--- src/rtl/life_scan_sched.sv ---
// Scan/generation sequencer for the life grid: drives the display scan counter and row
// rotation, and slots pattern loads and generation steps into frame boundaries.
module life_scan_sched #(
   parameter int X              = 8,
   parameter int Y              = 8,
   parameter int LOG2X          = 3,
   parameter int LOG2Y          = 3,
   parameter int FRAMES_PER_GEN = 16,
   parameter int FW             = 5,
   parameter int GW             = 16
) (
   input  logic                   clk,
   input  logic                   reset,
   input  logic                   run,
   input  logic                   step,
   input  logic                   load_valid,
   input  logic [X-1:0]           load_data,
   output logic                   load_ready,
   output logic [LOG2X+LOG2Y-1:0] cnt,
   output logic                   shift_en,
   output logic                   load_sel,
   output logic                   gen_en,
   output logic [GW-1:0]          gen_count,
   output logic                   busy
);

   localparam int                CW         = LOG2X + LOG2Y;
   localparam logic [FW-1:0]     FRAME_LAST = FW'(FRAMES_PER_GEN - 1);
   localparam logic [LOG2Y-1:0]  ROW_LAST   = LOG2Y'(Y - 1);

   typedef enum logic [1:0] {
      ST_SCAN = 2'd0,
      ST_LOAD = 2'd1,
      ST_GEN  = 2'd2
   } state_t;

   state_t            state_q, state_d;
   logic [CW-1:0]     cnt_q, cnt_d;
   logic [FW-1:0]     frame_cnt_q, frame_cnt_d;
   logic [LOG2Y-1:0]  row_cnt_q, row_cnt_d;
   logic [GW-1:0]     gen_count_q, gen_count_d;
   logic              step_pend_q, step_pend_d;
   logic              frame_end;
   logic              frame_last;
   logic              unused_load_data;

   // Row data goes straight to the grid; only the handshake is sequenced here.
   assign unused_load_data = ^load_data;

   assign frame_end  = (state_q == ST_SCAN) && (&cnt_q);
   assign frame_last = (frame_cnt_q == FRAME_LAST);
   assign cnt        = cnt_q;
   assign gen_count  = gen_count_q;

   always_ff @(posedge clk) begin
      if (reset) begin
         state_q     <= ST_SCAN;
         cnt_q       <= '0;
         frame_cnt_q <= '0;
         row_cnt_q   <= '0;
         gen_count_q <= '0;
         step_pend_q <= 1'b0;
      end else begin
         state_q     <= state_d;
         cnt_q       <= cnt_d;
         frame_cnt_q <= frame_cnt_d;
         row_cnt_q   <= row_cnt_d;
         gen_count_q <= gen_count_d;
         step_pend_q <= step_pend_d;
      end
   end

   always_comb begin
      state_d     = state_q;
      cnt_d       = cnt_q;
      frame_cnt_d = frame_cnt_q;
      row_cnt_d   = row_cnt_q;
      gen_count_d = gen_count_q;
      step_pend_d = step_pend_q | step;
      shift_en    = 1'b0;
      load_sel    = 1'b0;
      gen_en      = 1'b0;
      load_ready  = 1'b0;
      busy        = 1'b0;

      case (state_q)
         ST_SCAN: begin
            cnt_d    = cnt_q + 1'b1;
            shift_en = &cnt_q[LOG2X-1:0];
            if (frame_end) begin
               // Holding at the last frame lets a late run=1 trigger at the next boundary.
               if (!frame_last) begin
                  frame_cnt_d = frame_cnt_q + 1'b1;
               end
               if (load_valid) begin
                  state_d = ST_LOAD;
               end else if (step_pend_q || (run && frame_last)) begin
                  state_d = ST_GEN;
               end
            end
         end

         ST_LOAD: begin
            cnt_d      = '0;
            load_ready = 1'b1;
            busy       = 1'b1;
            if (load_valid) begin
               shift_en  = 1'b1;
               load_sel  = 1'b1;
               row_cnt_d = row_cnt_q + 1'b1;
               if (row_cnt_q == ROW_LAST) begin
                  row_cnt_d   = '0;
                  gen_count_d = '0;
                  frame_cnt_d = '0;
                  step_pend_d = step;
                  state_d     = ST_SCAN;
               end
            end
         end

         ST_GEN: begin
            cnt_d       = '0;
            gen_en      = 1'b1;
            busy        = 1'b1;
            gen_count_d = gen_count_q + 1'b1;
            frame_cnt_d = '0;
            step_pend_d = step;
            state_d     = ST_SCAN;
         end

         default: begin
            cnt_d   = '0;
            state_d = ST_SCAN;
         end
      endcase

      // A reset cycle must not leak a beat or generation strobe from the aborted state.
      if (reset) begin
         shift_en   = 1'b0;
         load_sel   = 1'b0;
         gen_en     = 1'b0;
         load_ready = 1'b0;
         busy       = 1'b0;
      end
   end

endmodule

--- config.mk ---
export PLATFORM = sky130hd
export DESIGN_NAME = life_scan_sched
export DESIGN_NICKNAME = d
export VERILOG_FILES = /design/src/rtl/life_scan_sched.sv
export SDC_FILE = /design/constraint.sdc
export NUM_CORES = 1
export LEC_CHECK = 0
export BUFFER_PORTS_ARGS = -buffer_cell sky130_fd_sc_hd__clkbuf_2
export CORE_ASPECT_RATIO = 0.8
export CORE_MARGIN = 4
export CORE_UTILIZATION = 47
export CTS_CLUSTER_DIAMETER = 150
export DETAILED_ROUTE_END_ITERATION = 6
export PLACE_DENSITY = 0.82
export REMOVE_ABC_BUFFERS = 1
export SYNTH_ARGS = -nofsm -noshare
export SYNTH_HDL_FRONTEND = slang
export SYNTH_SLANG_ARGS = --single-unit
--- constraint.sdc ---
create_clock -name clk -period 2.31 [get_ports clk]
set_input_delay 0.1155 -clock clk [delete_from_list [all_inputs] [get_ports clk]]
set_output_delay 0.1155 -clock clk [all_outputs]
set_load 0.01 [all_outputs]
== Word level (Yosys, flattened, before mapping) ==
Cells that the tools add are included.

* Add/sub/neg operators: 4
* Eq/ne operators: 9
* Mux-type cells: 29
* Bitwise operators: 2
* Reduce and logical (&&, ||, !) cells: 14

{| class="wikitable"
|+ Operator list
! kind !! count
|-
| two-way mux 16 bit || 2
|-
| one-hot mux 16 bit (2 select lines) || 1
|-
| two-way mux 5 bit || 4
|-
| adder 16 x 1 -> 16 bit (second input constant) || 1
|-
| one-hot mux 5 bit (3 select lines) || 1
|-
| two-way mux 1 bit || 12
|-
| two-way mux 2 bit || 5
|-
| inequality test 2 bit (second input constant) || 4
|-
| adder 6 x 1 -> 6 bit (second input constant) || 1
|-
| AND reduction 3 bit || 2
|-
| AND reduction 6 bit || 1
|-
| adder 5 x 1 -> 5 bit (second input constant) || 1
|-
| equality test 5 x 4 -> 1 bit (second input constant) || 1
|-
| AND reduction 5 bit || 1
|-
| one-hot mux 1 bit (2 select lines) || 2
|-
| one-hot mux 2 bit (2 select lines) || 1
|-
| AND reduction 4 bit || 1
|-
| OR reduction 2 bit || 2
|-
| adder 3 x 1 -> 3 bit (second input constant) || 1
|-
| equality test 3 bit (second input constant) || 1
|-
| two-way mux 3 bit || 1
|-
| inequality test 3 x 2 -> 1 bit (second input constant) || 1
|-
| nonzero test 3 bit || 1
|-
| equality test 2 x 1 -> 1 bit (second input constant) || 1
|-
| 8 further kinds || 9
|}

* Flip-flop bits (word level): 33
* Bits of input ports: 13
* Output and inout port bits: 27
* Word-level logic and storage cells: 64

== Depth between registers and ports, before layout ==
Gate-level depths: netlist of run 1.

* Depth in word-level cells: 7
* Mapped depth: 8
* Mapped depth without buffers: 7

== Least setup slack after synthesis of run 1 ==
Ideal clock, no wire load.

* Path type: register -> register
* From: register frame_cnt_q[0]
* To: register frame_cnt_q[3]
* Library setup time: 0.071 ns
* Arrival time: 2.183 ns
* Required time: 2.239 ns
* Setup slack: 0.056 ns
* Stages on the path, launching flop included: 8
* Path buffers: 0
* Period minus slack after synthesis: 2.254 ns
* Cell sequence: dfxtp_1 > ha_1 > and3_1 > ha_1 > nand4b_2 > a2111o_1 > or4_1 > a21oi_1

* Cells in the longest elaborated chain, start to end: 4
* Elaborated cells between the ends (all ways): 7
* Classes of those cells: add/sub: 1; eq/ne: 2; mux: 3; reduce/logical: 1

{| class="wikitable"
|+ RTL lines
! element !! RTL line !! text
|-
| start, declared || 39 || <nowiki>logic [FW-1:0] frame_cnt_q, frame_cnt_d;</nowiki>
|-
| start signal, assigned || 66 || <nowiki>frame_cnt_q <= frame_cnt_d;</nowiki>
|-
| adder 5 x 1 -> 5 bit || 93 || <nowiki>frame_cnt_d = frame_cnt_q + 1'b1;</nowiki>
|-
| two-way mux 5 bit || 92 || <nowiki>if (!frame_last) begin</nowiki>
|-
| two-way mux 5 bit || 90 || <nowiki>if (frame_end) begin</nowiki>
|-
| one-hot mux 5 bit (3 select lines) || 86 || <nowiki>case (state_q)</nowiki>
|}

Several ways; a longest one is shown, not always the timed one. The select of a mux whose other input is x is not followed.
A chain may end at the register's enable or synchronous reset.

== Worst setup path after layout of run 1 ==
* From: register frame_cnt_q[1]
* To: register frame_cnt_q[4]

Same word-level chain as after synthesis.

==> results.txt, run 1 <==
During synthesis, Yosys emitted a total of 0 warnings. The number of core rows came out at 19. The number of pins with negative max-slew slack in the final report came out at 0. The root buffer cell is clkbuf_8.

Net switching is 21.4% of the power. The number of buffers created by CTS is 5, and the post-route clock period utilization is 93.8%. The horizontal die dimension is 74.4 um.

The post-synthesis cell count came out at 194. The vertical extent of the die came out at 61.1 um. Of the synthesized area, sequential elements account for 39.8%. For the worst setup path, the data arrival time is 2.37 ns.

The run gives 0.143 ns as the final worst-path setup slack. The iteration-0 DRC count of the detailed router is 123. The worst setup path is captured at a flip-flop. The endpoint identified for the worst register-to-register timing path is frame_cnt_q[4]$_SDFFE_PP0P_. For flop-to-flop paths, the worst setup slack is 0.14 ns. Dividing the detail-routed via count by the number of cells gives 5.47.

Startpoint of the most critical setup path: frame_cnt_q[1]$_SDFFE_PP0P_. For this block, the via count after detailed routing is 1483. Setup violations remaining at the end of the flow were counted as 0.

The run gives 462 MHz as the maximum achievable frequency. The largest total area in the synthesized netlist belongs to dfxtp_1. In this run the critical register-to-register path is launched from frame_cnt_q[1]$_SDFFE_PP0P_. The tools report the global-route usage over all layers as 16.1%. The clock passes through at most 2 buffers. Clock skew on the completed layout was measured at 0.00505 ns. Setup repair after global routing left no endpoint under its margin. TritonCTS built the clock tree. The tools report the clock share of power as 39.6%. The detailed-route wire length per cell was 12.5 um; the pre-CTS worst setup slack was 0.0628 ns. After synthesis, the mean cell area works out to 8.55 sq um. The logs give 0 for the number of antenna violations at the first check in global routing and 1301 for the number of global-route vias before repair. At the pin with the least slew margin, the transition time is 0.514 ns. For the total inserted antenna cells, the log shows 0. The congestion estimate from routability-driven global placement came to 0.764. The first global-routing pass estimated 5730 um of wire. The tool flagged a number of max-cap violations equal to 0. Detailed-router iteration count before antenna repair: 4. Counting flops with a built-in enable in the synthesized netlist gives 0. The clock-pin slew on the worst setup and hold paths is 0.06 ns. The startpoint identified for the worst hold timing path is step.

The synthesis-stage register bit count works out to 33. Counting instances in the post-synthesis netlist gives the leading cell types as dfxtp_1, nor2_1, a21oi_1, nand2_1, ha_1. The critical path class is reg2reg. The run gives 800 uW as the internal power component. The worst hold path was traced through 3 stages. The net switching power figure is 217 uW. The path depth of the worst reg2reg path was 8. Final-layout setup total negative slack: 0 ns. Detailed placement ended at an HPWL of 2520 um. Of the total power, combinational logic draws 3.4%. The most frequently used cell type in the post-synthesis netlist is dfxtp_1. Sorting the synthesized cells by area gives the leading types as dfxtp_1, ha_1, nor2_1, a21oi_1, xnor2_1. The worst path in the final design needs a cycle of 2.17 ns, including I/O delays and setup. The logs give 65.7% for the worst relative slew slack and 0.809 nW for the leakage power summed over all cells. The hold-critical path endpoint was step_pend_q$_SDFF_PP0_.

The total overflow left after global routing is 0. VDD sags by at most 0.000267 V. For the number of sinks handled by clock tree synthesis, the log shows 33. The number of hold buffers added after CTS was 0. The sequential power share came out at 57.0%. The run gives 0 as the number of nets still failing antenna checks after routing. The kind of start point of the critical path was a flip-flop. For the insertion delay of the later-clocked pin in the worst-skew pair, the log shows 0.28 ns.

Entering global routing, the biggest net connects 23 pins. The flow ran to the end, and the final reports show no timing, DRC or antenna violations. The logs give 0.00342 sq mm for the area of the placeable core and 0.00455 sq mm for the overall die area. The number of failing hold endpoints at the final stage came out at 0. In this run the worst path has a maximum fanout of 6. The async set-reset flop share out of synthesis is 0%. The number of DRC violations after detailed routing was 0; the critical path required time was 2.52 ns. 40 I/O pins were placed.

For this run, the leading register cell type out of synthesis is dfxtp_1. The logs give 0.00166 sq mm for the post-synth design cell area and 0 for the number of setup buffers added after CTS. Summed over its instances, the top area cell type makes up 39.8% of the synthesized netlist area. At the end of the flow, the number of nets in the layout was 252. The number of buffers added on ports was 31; the area overhead of the layout relative to synthesis was 17.1%. The final wirelength came out at 3390 um. The post-route netlist has 18.3% of its cells at a drive strength greater than 1. The number of gates given a new drive strength after cts is 0, and the power per standard cell area is 524 mW/mm^2. The path class of the tightest hold or removal check is in2reg. The H-tree depth reported by CTS was 2; the unique cell type count in the Yosys netlist was 40. Starting density of the core: 48.4%.
worst max-delay path: stages, from the launching register on:
cell and delay, ns:
dfxtp_1 0.33, ha_2 0.19, and3_1 0.18, ha_1 0.18, nand4b_2 0.21, a2111o_1 0.40
buf_4 0.16, or3_1 0.30, a21oi_1 0.13
metrics by stage:
step	instance area [sq um]	hold slack [ns]	util (%)	power (mW)	cells
after floorplan	1630	0.185	-	0.607	187
after global placement	1860	0.414	54.3	0.626	263
after detailed placement	1860	0.446	54.3	0.628	263
after CTS	1940	0.161	56.7	1.03	271
after global routing	1940	0.178	56.7	1.06	271
final	1940	0.173	56.7	1.02	271
state kept, by name, indices dropped and copies added (netlist names):
name and cells:
frame_cnt_q 5, step_pend_q 1, state_q 2, gen_count 16, cnt 6, row_cnt_q 3
power groups by stage:
| stage | Combinational, mW | Clock, mW | Sequential [mW] |
|---|---|---|---|
| CTS | 0.0353 | 0.413 | 0.580 |
| global placement | 0.0336 | 0 | 0.593 |
| finish | 0.0347 | 0.403 | 0.581 |
| global route | 0.0397 | 0.438 | 0.581 |
| floorplan | 0.0126 | 0 | 0.594 |
| detailed placement | 0.0351 | 0 | 0.593 |
layer usage:
layer	share of wire, %	global-route usage (%)	routed length, um
met2	44	23.2	1480
met5	0	0	0
met3	5.4	3.92	182
met4	1.5	6.85	51
met1	49	22.9	1680
cell type report:
cell class	count	area, sq um
sequential	33	661
inverter	7	26.3
multi-input combinational	147	945
tap	42	52.6
clock buffer	8	80.1
fill	334	1480
timing repair buffer	34	178
placed cells by master, fill, tap and decap left out, types with 3 or more instances in the layout:
| cell | n |
|---|---|
| a21oi_1 | 15 |
| and2_1 | 4 |
| and3_1 | 4 |
| buf_4 | 3 |
| clkbuf_1 | 3 |
| clkbuf_2 | 31 |
| clkbuf_8 | 5 |
| dfxtp_1 | 33 |
| ha_1 | 10 |
| inv_1 | 7 |
| nand2_1 | 12 |
| nand3_1 | 9 |
| nor2_1 | 24 |
| nor2b_1 | 4 |
| nor3_1 | 4 |
| o21ai_0 | 8 |
| o21ai_1 | 3 |
| or3_1 | 8 |
| xnor2_1 | 8 |
logic make-up after synthesis:
kind of cell             synth area share (%)
AND/OR/NAND/NOR                          25.9
AO/OA/AOI/OAI                            16.8
flip-flops                               39.8
buffers and inverters                    3.32
adder cells (fa/ha/maj)                  8.30
XOR/XNOR                                 5.28
multiplexers                            0.604
worst max-delay path by stage:
stage                                  end  slack [ns]  depth (start not counted)
5_1_grt        frame_cnt_q[4]$_SDFFE_PP0P_       0.007                          8
4_1_cts        frame_cnt_q[3]$_SDFFE_PP0P_        0.05                          7
3_3_place_gp   frame_cnt_q[3]$_SDFFE_PP0P_        0.11                          7
2_1_floorplan  frame_cnt_q[3]$_SDFFE_PP0P_        0.06                          7
6_report       frame_cnt_q[4]$_SDFFE_PP0P_        0.14                          8
3_5_place_dp   frame_cnt_q[3]$_SDFFE_PP0P_        0.06                          7
No activity file was read; power rests on OpenSTA's default activity.
==> run 2, diff against run 1 <==
BUFFER_PORTS_ARGS = -buffer_cell sky130_fd_sc_hd__buf_4   (was -buffer_cell sky130_fd_sc_hd__clkbuf_2)
==> run 2 against run 1 <==
Combinational power is 11% higher. Clock skew decreased by 0.0012 ns. Sequential cell count did not move. Sequential share of layout area fell by 1.6 points. Non-clock buffer count is the same. Count of clock-buffer cells in the layout decreased by 1. Maximum frequency down 1.4%. Core utilization is 2.9 points higher. Cell count did not move. Power increased by 7.6%. Critical path type unchanged. Sequential power barely moved. Via count shrank 1.1%.
==> results.txt, run 2 (synthesized netlist as in run 1, its figures left out) <==
The number of nets in the layout was 252 (unchanged); the total power was 1.10 mW (was 1.02 mW). The tools report the leakage power summed over all cells as 0.848 nW (was 0.809 nW). The tools report the number of nets still failing antenna checks after routing as 0 (unchanged).

Setup repair after global routing left no endpoint under its margin. The run gives 19 (unchanged) as the number of core rows. Endpoint kind of the worst setup timing path: a flip-flop (unchanged). The run gives 23 (unchanged) as the pin count of the biggest net entering global routing. The run gives 0.760 (was 0.764) as the routability-driven placement congestion ratio. The number of max-capacitance violations reported is 0 (unchanged).

The number of DRC violations after detailed routing is 0 (unchanged), and the remaining global-route overflow is 0 (unchanged). The run gives 0.00455 sq mm (unchanged) as the overall die area. The most common library cell in the layout ignoring fill and taps is buf_4 (was dfxtp_1).

Minimum clock period: 2.20 ns (was 2.17 ns). The tools report the final worst-path setup slack as 0.113 ns (was 0.143 ns). The share of layout cells above drive strength 1 is 19.7% (was 18.3%).

The tools report the kind of start point of the critical path as a flip-flop (unchanged). For the critical path required time, the log shows 2.52 ns (about the same). Cell family contributing the most delay on the critical path: simple AND/OR/NAND/NOR gates (unchanged). The final-layout setup total negative slack is 0 ns (unchanged), and the number of global-route vias before repair is 1365 (was 1301).

The total inserted antenna cells is 0 (unchanged), and the maximum fanout along the worst path is 6 (unchanged). The flow ran to the end, and the final reports show no timing, DRC or antenna violations. The detailed-route wire length per cell works out to 12.7 um (was 12.5 um).

The number of buffers created by CTS was 5 (unchanged); the transition time of the tightest slew-check pin was 0.530 ns (was 0.514 ns). The logs give 0.000285 V (was 0.000267 V) for the highest ir drop seen on vdd and 2 (unchanged) for the H-tree depth reported by CTS. The critical path class is reg2reg (unchanged).

The run gives 64.7% (was 65.7%) as the worst relative slew slack. The number of buffers on the longest clock path is 2 (unchanged), and the number of setup buffers added after CTS is 0 (unchanged). The maximum achievable frequency came out at 455 MHz (was 462 MHz). TritonCTS built the clock tree. The average via count per standard cell is 5.41 (was 5.47).

The run gives 33 (unchanged) as the number of sinks handled by clock tree synthesis. The insertion delay of the later-clocked pin in the worst-skew pair was 0.28 ns (about the same). The library cell contributing the largest single delay on the critical path was a2111o_1 (unchanged). The root buffer cell was clkbuf_8 (unchanged). Commonest non-fill, non-tap cells in the layout: buf_4, dfxtp_1, nor2_1 (was dfxtp_1, clkbuf_2, nor2_1). The run gives 0.00385 ns (was 0.00505 ns) as the setup clock skew after layout. The run gives 5740 um (was 5730 um) as the first-pass GRT wire length. For the pre-CTS worst setup slack, the log shows 0.0375 ns (was 0.0628 ns).

For the post-detailed-placement half-perimeter wirelength, the log shows 2470 um (was 2520 um). The data arrival time of the critical path was 2.40 ns (was 2.37 ns); the horizontal die dimension was 74.4 um (unchanged). For the area of the placeable core, the log shows 0.00342 sq mm (unchanged).

Series of cell instances along the critical path: ha_2, and3_1, ha_1, nand4b_2, a2111o_1, buf_4, or3_1, a21oi_1 (unchanged). The worst min-delay path category was in2reg (unchanged). The post-route clock period utilization is 95.1% (was 93.8%), and the delay of the slowest critical-path stage is 0.40 ns (about the same). The number of flip-flops in the largest register was 16 (unchanged). The total vias in the final route is 1466 (was 1483), and the number of placed I/O pins is 40 (unchanged).

The clock-pin slew on the worst setup and hold paths is 0.07 ns (was 0.06 ns), and the detailed-router iteration count before antenna repair is 4 (unchanged). The area overhead of the layout relative to synthesis is 23.1% (was 17.1%), and the global-route usage over all layers is 16.2% (was 16.1%). The number of buffer and inverter stages on the critical path was 1 (unchanged); the setup violation total in the final timing report was 0 (unchanged).

For the iteration-0 DRC count of the detailed router, the log shows 154 (was 123). The number of pins with negative max-slew slack in the final report was 0 (unchanged). The starting density of the core is 48.4% (unchanged), and the number of failing hold endpoints at the final stage is 0 (unchanged). The power per standard cell area was 537 mW/mm^2 (was 524 mW/mm^2); the vertical extent of the die was 61.1 um (unchanged).

Final wirelength: 3440 um (was 3390 um). The number of antenna violations at the first check in global routing was 0 (unchanged). The number of buffers added on ports is 31 (unchanged).
-- run 2: cell count changes in the layout (fill, tap and decap cells not counted) --
cell / change
clkinv_2: +1
clkbuf_2: -31
clkbuf_1: -3
clkbuf_8: +2
buf_4: +31
-- run 2: path summary, 6_finish.rpt --
check	from	endpoint	slack, ns	depth (start not counted)
min	load_valid	state_q[1]$_SDFFE_PP0P_	0.11	2
min reg2reg	row_cnt_q[1]$_SDFFE_PP0N_	row_cnt_q[1]$_SDFFE_PP0N_	0.46	2
max	frame_cnt_q[1]$_SDFFE_PP0P_	frame_cnt_q[4]$_SDFFE_PP0P_	0.11	8
max reg2reg	frame_cnt_q[1]$_SDFFE_PP0P_	frame_cnt_q[4]$_SDFFE_PP0P_	0.11	8
-- run 2: where the power goes --
| group | internal (mW) | total (mW) | switching, mW | leakage (nW) |
|---|---|---|---|---|
| Clock | 0.269 | 0.476 | 0.207 | 0.0542 |
| Sequential | 0.575 | 0.581 | 0.00572 | 0.267 |
| Combinational | 0.0161 | 0.0384 | 0.0223 | 0.527 |
-- run 2: through the flow --
step	hold WS [ns]	cell area, sq um	cells	utilization (%)
after floorplan	0.185	1630	187	-
after global routing	0.141	2040	271	59.6
after detailed placement	0.419	1940	263	56.6
after global placement	0.417	1940	263	56.6
after CTS	0.119	2040	271	59.5
final	0.115	2040	271	59.6
-- run 2: per-layer routing --
layer | GRT usage, % | vias up | part of all wire [%]
met4 | 5.33 | 0 | 0.87
li1 | - | 759 | -
met2 | 25.7 | 30 | 45
met3 | 3.92 | 4 | 4.0
met1 | 22.0 | 673 | 50
met5 | 0 | - | 0
-- run 2: area by class of cell --
cell class / instances / area (sq um)
Inverter: 7 / 26.3
Tap cell: 42 / 52.6
Fill cell: 331 / 1380
Clock inverter: 1 / 5.00
Multi-Input combinational cell: 147 / 945
Sequential cell: 33 / 661
Clock buffer: 7 / 96.3
Timing Repair Buffer: 34 / 255
-- run 2: timing repair --
| action | CTS | global route |
|---|---|---|
| setup endpoints to repair | 0 | 2 |
| hold buffers | 0 | 0 |
| resized for setup | 0 | 1 |
| endpoints found under the hold margin | 0 | 0 |
